### src/rtl/countdown_sequencer.sv
// Game countdown controller: a BCD tenths-of-second timer with run, pause,
// resume, expiry and abort, plus the tick prescaler that paces the count.
module countdown_sequencer #(
    parameter int unsigned CLK_DIV      = 5000000,
    parameter int unsigned START_TENTHS = 1800,
    parameter int unsigned WARN_TENTHS  = 100
) (
    input  logic        clock,
    input  logic        reset,
    input  logic        start,
    input  logic        pause,
    input  logic        abort,
    output logic [15:0] remaining,
    output logic [1:0]  state,
    output logic        running,
    output logic        paused,
    output logic        warning,
    output logic        expire_pulse,
    output logic        game_over
);

    // state   | meaning
    // IDLE    | loaded with the start value, waiting for start
    // RUNNING | prescaler counting, remaining decrements on each tick
    // PAUSED  | prescaler and remaining frozen, start resumes
    // EXPIRED | count reached zero, only abort leaves
    localparam logic [1:0] ST_IDLE    = 2'b00;
    localparam logic [1:0] ST_RUNNING = 2'b01;
    localparam logic [1:0] ST_PAUSED  = 2'b10;
    localparam logic [1:0] ST_EXPIRED = 2'b11;

    localparam logic [23:0] PRESC_LAST = 24'(CLK_DIV - 1);

    // Binary-to-BCD only ever runs on parameters, so the divisions vanish at elaboration.
    function automatic logic [15:0] to_bcd(input int unsigned value);
        to_bcd = {4'((value / 1000) % 10), 4'((value / 100) % 10),
                  4'((value / 10) % 10),   4'(value % 10)};
    endfunction

    function automatic logic [15:0] bcd_decrement(input logic [15:0] value);
        logic [15:0] result;
        logic        borrow;
        result = value;
        borrow = 1'b1;
        for (int i = 0; i < 4; i++) begin
            if (borrow) begin
                if (value[4*i +: 4] == 4'd0) begin
                    result[4*i +: 4] = 4'd9;
                end else begin
                    result[4*i +: 4] = value[4*i +: 4] - 4'd1;
                    borrow           = 1'b0;
                end
            end
        end
        return result;
    endfunction

    // Packed BCD orders exactly like the number it encodes, digit by digit from the top.
    function automatic logic bcd_at_or_below(input logic [15:0] value, input logic [15:0] limit);
        logic decided;
        logic result;
        decided = 1'b0;
        result  = 1'b1;
        for (int i = 3; i >= 0; i--) begin
            if (!decided && value[4*i +: 4] != limit[4*i +: 4]) begin
                decided = 1'b1;
                result  = value[4*i +: 4] < limit[4*i +: 4];
            end
        end
        return result;
    endfunction

    localparam logic [15:0] START_BCD = to_bcd(START_TENTHS);
    localparam logic [15:0] WARN_BCD  = to_bcd(WARN_TENTHS);

    logic [23:0] prescaler;
    logic [23:0] prescaler_nxt;
    logic [15:0] remaining_nxt;
    logic [1:0]  state_nxt;
    logic        tick;
    logic        expiring;
    logic        warning_nxt;

    assign tick = (state == ST_RUNNING) && (prescaler == PRESC_LAST);

    always_comb begin
        state_nxt     = state;
        remaining_nxt = remaining;
        prescaler_nxt = prescaler;
        expiring      = 1'b0;
        if (abort) begin
            state_nxt     = ST_IDLE;
            remaining_nxt = START_BCD;
            prescaler_nxt = 24'd0;
        end else begin
            case (state)
                ST_IDLE: begin
                    prescaler_nxt = 24'd0;
                    if (start) begin
                        state_nxt = ST_RUNNING;
                    end
                end
                ST_RUNNING: begin
                    if (tick) begin
                        prescaler_nxt = 24'd0;
                        if (remaining == 16'h0001) begin
                            remaining_nxt = 16'h0000;
                            state_nxt     = ST_EXPIRED;
                            expiring      = 1'b1;
                        end else begin
                            remaining_nxt = bcd_decrement(remaining);
                            if (pause) begin
                                state_nxt = ST_PAUSED;
                            end
                        end
                    end else begin
                        prescaler_nxt = prescaler + 24'd1;
                        if (pause) begin
                            state_nxt = ST_PAUSED;
                        end
                    end
                end
                ST_PAUSED: begin
                    if (start) begin
                        state_nxt = ST_RUNNING;
                    end
                end
                default: begin
                    prescaler_nxt = 24'd0;
                end
            endcase
        end
    end

    assign warning_nxt = ((state_nxt == ST_RUNNING) || (state_nxt == ST_PAUSED))
                         && bcd_at_or_below(remaining_nxt, WARN_BCD);

    // Status flags are registered from the next-state values so they change on the same edge as state.
    always_ff @(posedge clock or posedge reset) begin
        if (reset) begin
            state        <= ST_IDLE;
            remaining    <= START_BCD;
            prescaler    <= 24'd0;
            running      <= 1'b0;
            paused       <= 1'b0;
            warning      <= 1'b0;
            expire_pulse <= 1'b0;
            game_over    <= 1'b0;
        end else begin
            state        <= state_nxt;
            remaining    <= remaining_nxt;
            prescaler    <= prescaler_nxt;
            running      <= (state_nxt == ST_RUNNING);
            paused       <= (state_nxt == ST_PAUSED);
            warning      <= warning_nxt;
            expire_pulse <= expiring;
            game_over    <= (state_nxt == ST_EXPIRED);
        end
    end

endmodule

### config.mk
export PLATFORM = sky130hd
export DESIGN_NAME = countdown_sequencer
export DESIGN_NICKNAME = d
export VERILOG_FILES = /design/src/rtl/countdown_sequencer.sv
export SDC_FILE = /design/constraint.sdc
export NUM_CORES = 1
export LEC_CHECK = 0
export BUFFER_PORTS_ARGS = -buffer_cell sky130_fd_sc_hd__buf_4
export CAP_MARGIN = 5
export CORE_MARGIN = 4
export CORE_UTILIZATION = 58
export DETAILED_ROUTE_END_ITERATION = 12
export HOLD_SLACK_MARGIN = 0.03
export PLACE_DENSITY = 0.74
export SYNTH_ARGS = -nofsm -noshare
export SYNTH_HDL_FRONTEND = slang
export SYNTH_SLANG_ARGS = --single-unit
### constraint.sdc
create_clock -name clock -period 5.2 [get_ports clock]
set_clock_uncertainty 0.05 [all_clocks]
set_input_delay 0.26 -clock clock [delete_from_list [all_inputs] [get_ports clock]]
set_output_delay 0.26 -clock clock [all_outputs]
set_load 0.01 [all_outputs]
==> flow_metrics.tcl, run 1 <==
set metrics [dict create \
    clk_pin_slew_ps 90 \
    switching_power_mw 0.150 \
    tns_ps 0 \
    final_antenna_net_count 0 \
    synth_area_leaders "dfrtp_1, nor2_1, o21ai_0" \
    synth_edf_count 0 \
    gp_congestion 0.905 \
    comb_power_share_pct 5.3 \
    viasPerCell 5.96 \
    port_buffers 27 \
    dieWidth_um 77.8 \
    hp-class "input pin to asynchronous set/reset pin" \
    synth_cell_types 53 \
    synth_top_area_share_pct 39.8 \
    die-area_sq_mm 0.00606 \
    drt_iter0_drc 135 \
    setup_viol 0 \
    drc 0 \
    tightest_slew_ps 982 \
    period_share_pct 63.8 \
    worstPathRequired_ps 5400 \
    yosys.area.top_type "dfrtp_1" \
    detail_route.wl_per_cell_um 15.2 \
    post-dp-hpwl_um 4270 \
    insertedDiodeCount 0 \
    wl_um 6050 \
    grt_start_max_net_pins 48 \
    clock-sinks 47 \
    fin_nets 344 \
    vias 2374 \
    end_kind "flip-flop" \
    power.density_mw_per_mm2 208 \
    core-area_sq_mm 0.00472 \
    slew_violations 0 \
    postCtsHoldBufs 0 \
    swShare_pct 23.0 \
    path_max_fanout 15 \
    ios 28 \
    grt_overflow 0 \
    pwr-share-clk_pct 37.7 \
    rows 25 \
    max_freq_mhz 301 \
    grt_pass1_wl_um 10300 \
    cp.arrival_ps 3520 \
    final-hold-violation-count 0 \
    p_seq_share_pct 57.0 \
    cts_setup_buffers 0 \
    ys_warn_count 0 \
    htree_levels 2 \
    drive_gt1_share_pct 15.1 \
    grt_usage_pct 21.1 \
    cts_tree "yes" \
    drt_pass1_iterations 4 \
    numCtsBuffers 5 \
    synth_nets 324 \
    antenna_found_initial 0 \
    min_period_ps 3320 \
    syn_avg_cell_area_sq_um 9.13 \
    p_leak_nw 1.35 \
    synthArstFlopShare_pct 100 \
    rsz0062_at_grt "false" \
    postSynthCellCount 310 \
    start_kind "flip-flop" \
    post-route-util_pct 66.2 \
    netlist_area_sq_mm 0.00283 \
    ir_drop_mv 0.180 \
    clockRootBuffer "clkbuf_8" \
    cts-resized-gates 0 \
    area_delta_synth_final_pct 10.6 \
    clkLatencyLatePin_ps 310 \
    cts_max_path_buffers 2 \
    synth_seq_cells 47 \
    initial_utilization_pct 59.9 \
    internal_power_mw 0.500 \
    crit_type "flip-flop to flip-flop" \
    seq_area_frac_synth_pct 41.7 \
    die_h_um 77.8 \
    synthFlopType "dfrtp_1" \
    grt_pass1_vias 2251 \
    relSlewSlack_pct 34.4 \
    drv_cap 0 \
    status "finished clean" \
]
[critical path: stages (launching register included)]
cell,delay [ps]
dfrtp_1,390
ha_1,210
nand3_1,210
nor4_4,490
and3_1,670
a21oi_1,130
or2_2,320
inv_1,100
ha_1,240
nor4_1,280
o211a_1,180
[layout by cell type (no fill, tap or decap), types with 8 or more instances in the layout]
cell | synthesis | final
and3_1 | 8 | 8
inv_1 | 16 | 15
nand3_1 | 16 | 16
a21oi_1 | 20 | 20
buf_4 | 0 | 27
nand2_1 | 16 | 16
nor2_1 | 37 | 37
xor2_1 | 10 | 10
nor3_1 | 9 | 9
ha_1 | 9 | 9
o21ai_0 | 23 | 23
dfrtp_1 | 45 | 45
nand4_1 | 11 | 11
[stage by stage]
stage               instance area (sq um)  setup WS [ps]  hold WS (ps)  std cells  power (mW)
finish                               3130           1880           129        398       0.650
CTS                                  3130           1910           164        398       0.656
floorplan                            2830           2340           270        310       0.401
global placement                     3020           1990           432        390       0.412
detailed placement                   3020           1930           448        390       0.413
global route                         3130           1460           208        398       0.677
[routing by layer]
metal	track usage, %	up-vias	routed length [um]
met3	4.06	8	220
met5	0	-	0
li1	-	1154	-
met1	26.6	1160	2740
met2	36.0	52	3010
met4	6.94	0	81
[cells by family (layout without fill, tap and decap cells)]
logic type               after synthesis  count (layout)  share of synthesized area, %
multiplexers                           2               2                         0.708
flip-flops                            47              47                          41.7
AND/OR/NAND/NOR                      138             138                          28.5
XOR/XNOR                              13              13                          4.02
AO/OA/AOI/OAI                         71              71                          15.7
adder cells (fa/ha/maj)                9               9                          3.98
buffers and inverters                 30              51                          5.35
[sequential cells by signal, indices dropped and copies added (netlist names)]
register / count
paused: 1
expire_pulse: 1
state: 2
prescaler: 24
remaining: 16
running: 1
warning: 1
game_over: 1
[worst paths after layout]
path / start / to / slack, ps / cells past startpoint
max reg2reg: prescaler[0] / warning / 1880 / 10
max in group asynchronous: reset / prescaler[21] / 4340 / 2
min: reset / prescaler[17] / 130 / 2
max: prescaler[0] / warning / 1880 / 10
min in group clock: abort / remaining[14] / 270 / 2
min reg2reg: prescaler[3] / prescaler[3] / 470 / 1
[power groups by stage]
stage,Combinational (mW),Sequential (mW),Clock (mW)
finish,0.0346,0.370,0.245
global route,0.0392,0.371,0.267
CTS,0.0354,0.370,0.250
detailed placement,0.0352,0.378,0
global placement,0.0350,0.377,0
floorplan,0.0233,0.378,0
[Yosys cell counts (6+ instances only)]
cell,number
a21oi_1,20
a31oi_1,6
and3_1,8
clkbuf_1,6
dfrtp_1,45
ha_1,9
inv_1,16
nand2_1,16
nand3_1,16
nand4_1,11
nor2_1,37
nor3_1,9
nor3b_1,7
o21ai_0,23
xor2_1,10
[area by class of cell]
| type | instances | area (sq um) |
|---|---|---|
| clock buffer | 7 | 96.3 |
| clock inverter | 1 | 7.51 |
| fill | 386 | 1600 |
| inverter | 16 | 60.1 |
| multi-input combinational | 233 | 1500 |
| sequential | 47 | 1180 |
| tap | 67 | 83.8 |
| timing repair buffer | 27 | 203 |
Note: power is estimated with default switching activity, not from simulation.
==> run 2: changes to the inputs <==
--- a/config.mk
+++ b/config.mk
@@ -8,10 +8,10 @@
 export BUFFER_PORTS_ARGS = -buffer_cell sky130_fd_sc_hd__buf_4
 export CAP_MARGIN = 5
 export CORE_MARGIN = 4
-export CORE_UTILIZATION = 58
+export CORE_UTILIZATION = 53
 export DETAILED_ROUTE_END_ITERATION = 12
 export HOLD_SLACK_MARGIN = 0.03
-export PLACE_DENSITY = 0.74
+export PLACE_DENSITY = 0.72
 export SYNTH_ARGS = -nofsm -noshare
 export SYNTH_HDL_FRONTEND = slang
 export SYNTH_SLANG_ARGS = --single-unit
==> constraint.sdc (replaced) <==
create_clock -name clock -period 2.7 [get_ports clock]
set_clock_uncertainty 0.05 [all_clocks]
set_input_delay 0.135 -clock clock [delete_from_list [all_inputs] [get_ports clock]]
set_output_delay 0.135 -clock clock [all_outputs]
set_load 0.01 [all_outputs]
==> flow_metrics.tcl, run 2 (synthesis results as in run 1) <==
set metrics [dict create \
    status "finished clean" \
    drv_cap 0 \
    p_total_mw 1.20 \
    numCtsBuffers 5 \
    gp_congestion 0.867 \
    drt_iter0_drc 98 \
    max_freq_mhz 379 \
    clockRootBuffer "clkbuf_8" \
    antenna_found_initial 0 \
    final-hold-violation-count 0 \
    reg2reg_from "prescaler[23]" \
    crit_start "prescaler[23]" \
    ir_drop_mv 0.253 \
    min_period_ps 2640 \
    regMostFlops "prescaler" \
    grt_start_max_net_pins 48 \
    relSlewSlack_pct 34.1 \
    clkLatencyLatePin_ps 300 \
    final_cell_area_sq_mm 0.00342 \
    fillers 441 \
    slew_violations 0 \
    clock-sinks 47 \
    setup_viol 0 \
    drive_gt1_share_pct 24.6 \
    fin_nets 379 \
    p_seq_share_pct 59.2 \
    crit_type "flip-flop to flip-flop" \
    final_cell_mix "buf_4, dfrtp_1, nor2_1" \
    ios 28 \
    core-area_sq_mm 0.00514 \
    post-dp-hpwl_um 4850 \
    layout_commonest_cell "buf_4" \
    period_share_pct 97.8 \
    cp.arrival_ps 2790 \
    grt_usage_pct 21.8 \
    placed_cell_area_sq_mm 0.00328 \
    post-route-util_pct 66.6 \
    path_max_fanout 6 \
    grt_pass1_vias 2309 \
    dieWidth_um 81.1 \
    initial_utilization_pct 55.0 \
    worstPathRequired_ps 2850 \
    htree_levels 2 \
    p_leak_nw 1.53 \
    cts_max_path_buffers 2 \
    postCtsHoldBufs 0 \
    insertedDiodeCount 0 \
    pwr-share-clk_pct 34.4 \
    end_kind "flip-flop" \
    grt_overflow 0 \
    die-area_sq_mm 0.00657 \
    tns_ps 0 \
    cts_tree "yes" \
    detail_route.wl_per_cell_um 15.3 \
    clk_pin_slew_ps 80 \
    wl_um 6660 \
    vias 2515 \
    tightest_slew_ps 986 \
    largest_registers "prescaler x24, remaining x16, state x2" \
    drc 0 \
    comb_power_share_pct 6.4 \
    drt_pass1_iterations 4 \
    internal_power_mw 0.917 \
    port_buffers 27 \
    die_h_um 81.1 \
    final_antenna_net_count 0 \
    swShare_pct 23.6 \
    switching_power_mw 0.284 \
    power.density_mw_per_mm2 351 \
    area_delta_synth_final_pct 21.1 \
    viasPerCell 5.77 \
    largest_reg_flops 24 \
    start_kind "flip-flop" \
    rows 26 \
    hp-class "input pin to asynchronous set/reset pin" \
    grt_pass1_wl_um 10900 \
]
## run 2: per-stage QoR
step	instances	setup slack (ps)	hold WS, ps
5_1_grt	436	-30.0	97.5
4_1_cts	433	11.3	43.3
2_1_floorplan	310	-42.7	145
3_3_place_gp	425	112	365
6_report	436	59.4	15.7
3_5_place_dp	425	33.1	375
## run 2: what timing repair did
| item | 4_1_cts | 5_1_grt |
|---|---|---|
| setup endpoints to repair | 0 | 1 |
| resized for setup | 0 | 8 |
| buffers inserted | 0 | 3 |
## run 2: metal layers
metal	share of wire, %	GRT usage [%]
met3	3.7	4.43
met4	2.2	9.80
met2	51	36.5
met1	43	27.3
met5	0	0
## run 2: power groups by stage
stage	Combinational, mW	Clock [mW]	Sequential, mW
CTS	0.0779	0.424	0.711
detailed placement	0.0771	0	0.725
floorplan	0.0458	0	0.728
global route	0.0864	0.461	0.712
global placement	0.0755	0	0.725
finish	0.0770	0.413	0.711
## run 2: worst paths after layout
kind	slack, ps	cells past startpoint	end
worst max-delay path	60	8	warning
worst min-delay path	20	2	prescaler[0]
worst max register to register	60	8	warning
worst min register to register	470	2	prescaler[1]
max in group asynchronous	1970	2	remaining[2]
min in group clock	140	2	remaining[2]
## run 2: final cells by class
type                            instances  area, sq um  share of cell area [%]
Sequential cell                        47         1180                    34.4
Inverter                               16         62.6                    1.83
Clock inverter                          1         5.00                   0.146
Timing Repair Buffer                   62          469                    13.7
Tap cell                               70         87.6                    2.56
Multi-Input combinational cell        233         1550                    45.1
Clock buffer                            7         76.3                    2.23
## run 2: critical path, cell delays in order, from the launching register on
cell and delay, ps:
dfrtp_1 400, or4b_4 580, nor4_4 240, buf_4 160, nand3_2 130, or4_1 470
a21oi_2 220, nor4_4 80, o211a_1 210
==> run 3: changes to the inputs <==
--- a/config.mk
+++ b/config.mk
@@ -10,8 +10,9 @@
 export CORE_MARGIN = 4
 export CORE_UTILIZATION = 53
 export DETAILED_ROUTE_END_ITERATION = 12
-export HOLD_SLACK_MARGIN = 0.03
+export HOLD_SLACK_MARGIN = 0.12
 export PLACE_DENSITY = 0.72
+export SKIP_CTS_REPAIR_TIMING = 1
 export SYNTH_ARGS = -nofsm -noshare
 export SYNTH_HDL_FRONTEND = slang
 export SYNTH_SLANG_ARGS = --single-unit
==> flow_metrics.tcl, run 3 (synthesis results as in run 1) <==
set metrics [dict create \
    cts_tree "yes" \
    htree_levels 2 \
    area_delta_synth_final_pct 21.4 \
    end_kind "flip-flop" \
    critPathBufInv 1 \
    antenna_found_initial 0 \
    min_period_ps 2640 \
    grt_use_met1_pct 27.3 \
    rows 26 \
    largest_registers "prescaler x24, remaining x16, state x2" \
    clk_pin_slew_ps 80 \
    r2r_cells 8 \
    worstHoldStart "abort" \
    tns_ps 0 \
    holdPathEnd "remaining[2]" \
    slew_violations 0 \
    tightest_slew_ps 990 \
    busiest_layer "met2" \
    grt_overflow 0 \
    cp_slowest_cell "or4b_4" \
    p_leak_nw 1.53 \
    hold_depth 2 \
    cts_max_path_buffers 2 \
    reg2reg_from "prescaler[23]" \
    max_freq_mhz 379 \
    numCtsBuffers 5 \
    die_h_um 81.1 \
    r2r_slack_ps 60 \
    drt_pass1_iterations 4 \
    post-dp-hpwl_um 4850 \
    core-area_sq_mm 0.00514 \
    grt_usage_pct 21.8 \
    clock-sinks 47 \
    slowest_delay_ps 570 \
    regMostFlops "prescaler" \
    fin_nets 380 \
    detail_route.wl_per_cell_um 15.3 \
    cp_top_family "simple AND/OR/NAND/NOR gates" \
    setup_viol 0 \
    gp_congestion 0.867 \
    crit_type "flip-flop to flip-flop" \
    ios 28 \
    p_total_mw 1.20 \
    insertedDiodeCount 0 \
    r2r_end "warning" \
    ir_drop_mv 0.252 \
    vias 2518 \
    clockRootBuffer "clkbuf_8" \
    status "finished clean" \
    grt_pass1_vias 2309 \
    grt_pass1_wl_um 10900 \
    final_cell_mix "buf_4, dfrtp_1, nor2_1" \
    fillers 440 \
    globalRouteMet3Util_pct 4.43 \
    layout_commonest_cell "buf_4" \
    drive_gt1_share_pct 24.5 \
    setup_ws_ps 61.9 \
    whs_ps 142 \
    port_buffers 27 \
    wl_um 6680 \
    worstPathCellList "or4b_4, nor4_4, buf_4, nand3_2, or4_1, a21oi_2, nor4_4, o211a_1" \
    dp_slack_ps 33.1 \
    die-area_sq_mm 0.00657 \
    cp.arrival_ps 2790 \
    initial_utilization_pct 55.0 \
    start_kind "flip-flop" \
    path_common_cell "nor4_4" \
    grt_start_max_net_pins 48 \
    worstPathRequired_ps 2850 \
    dieWidth_um 81.1 \
    drt_iter0_drc 106 \
    power.density_mw_per_mm2 350 \
    relSlewSlack_pct 33.9 \
    drv_cap 0 \
    grt_util_met2_pct 36.5 \
    path_max_fanout 6 \
    clkLatencyLatePin_ps 300 \
    period_share_pct 97.7 \
    viasPerCell 5.76 \
    largest_reg_flops 24 \
    hp-class "input pin to flip-flop" \
    final-hold-violation-count 0 \
    final_antenna_net_count 0 \
    drc 0 \
]
run 3: cell types whose count changed in the layout (fill, tap and decap cells not counted), sizes merged:
cell	before	now
dlygate4sd3	0	1
run 3: worst max path at each step:
stage | from | to | cells past startpoint
2_1_floorplan | prescaler[16] | warning | 10
3_3_place_gp | prescaler[16] | warning | 8
3_5_place_dp | remaining[12] | warning | 10
4_1_cts | remaining[12] | warning | 10
5_1_grt | remaining[12] | warning | 10
6_report | prescaler[23] | warning | 8
run 3: area by class of cell:
class                           instances  area (sq um)  area share (%)
Clock buffer                            7          76.3            2.22
Clock inverter                          1          5.00           0.146
Inverter                               16          62.6            1.82
Multi-Input combinational cell        233          1550            45.0
Sequential cell                        47          1180            34.3
Tap cell                               70          87.6            2.55
Timing Repair Buffer                   63           479            14.0
run 3: per-layer routing:
metal / part of all wire (%) / vias up
li1: - / 1227
met1: 44 / 1228
met5: 0 / -
met2: 51 / 50
met4: 2.2 / 0
met3: 3.6 / 13
run 3: stage by stage:
step / utilization [%] / std cells / instance area, sq um
after global placement: 63.8 / 425 / 3280
after detailed placement: 63.8 / 425 / 3280
after CTS: 65.4 / 433 / 3360
after floorplan: - / 310 / 2840
after global routing: 66.8 / 437 / 3430
final: 66.8 / 437 / 3430
run 3: where the power goes:
part | internal (mW) | switching [mW]
Combinational | 0.0277 | 0.0505
Clock | 0.182 | 0.229
Sequential | 0.708 | 0.00306
Total | 0.918 | 0.283
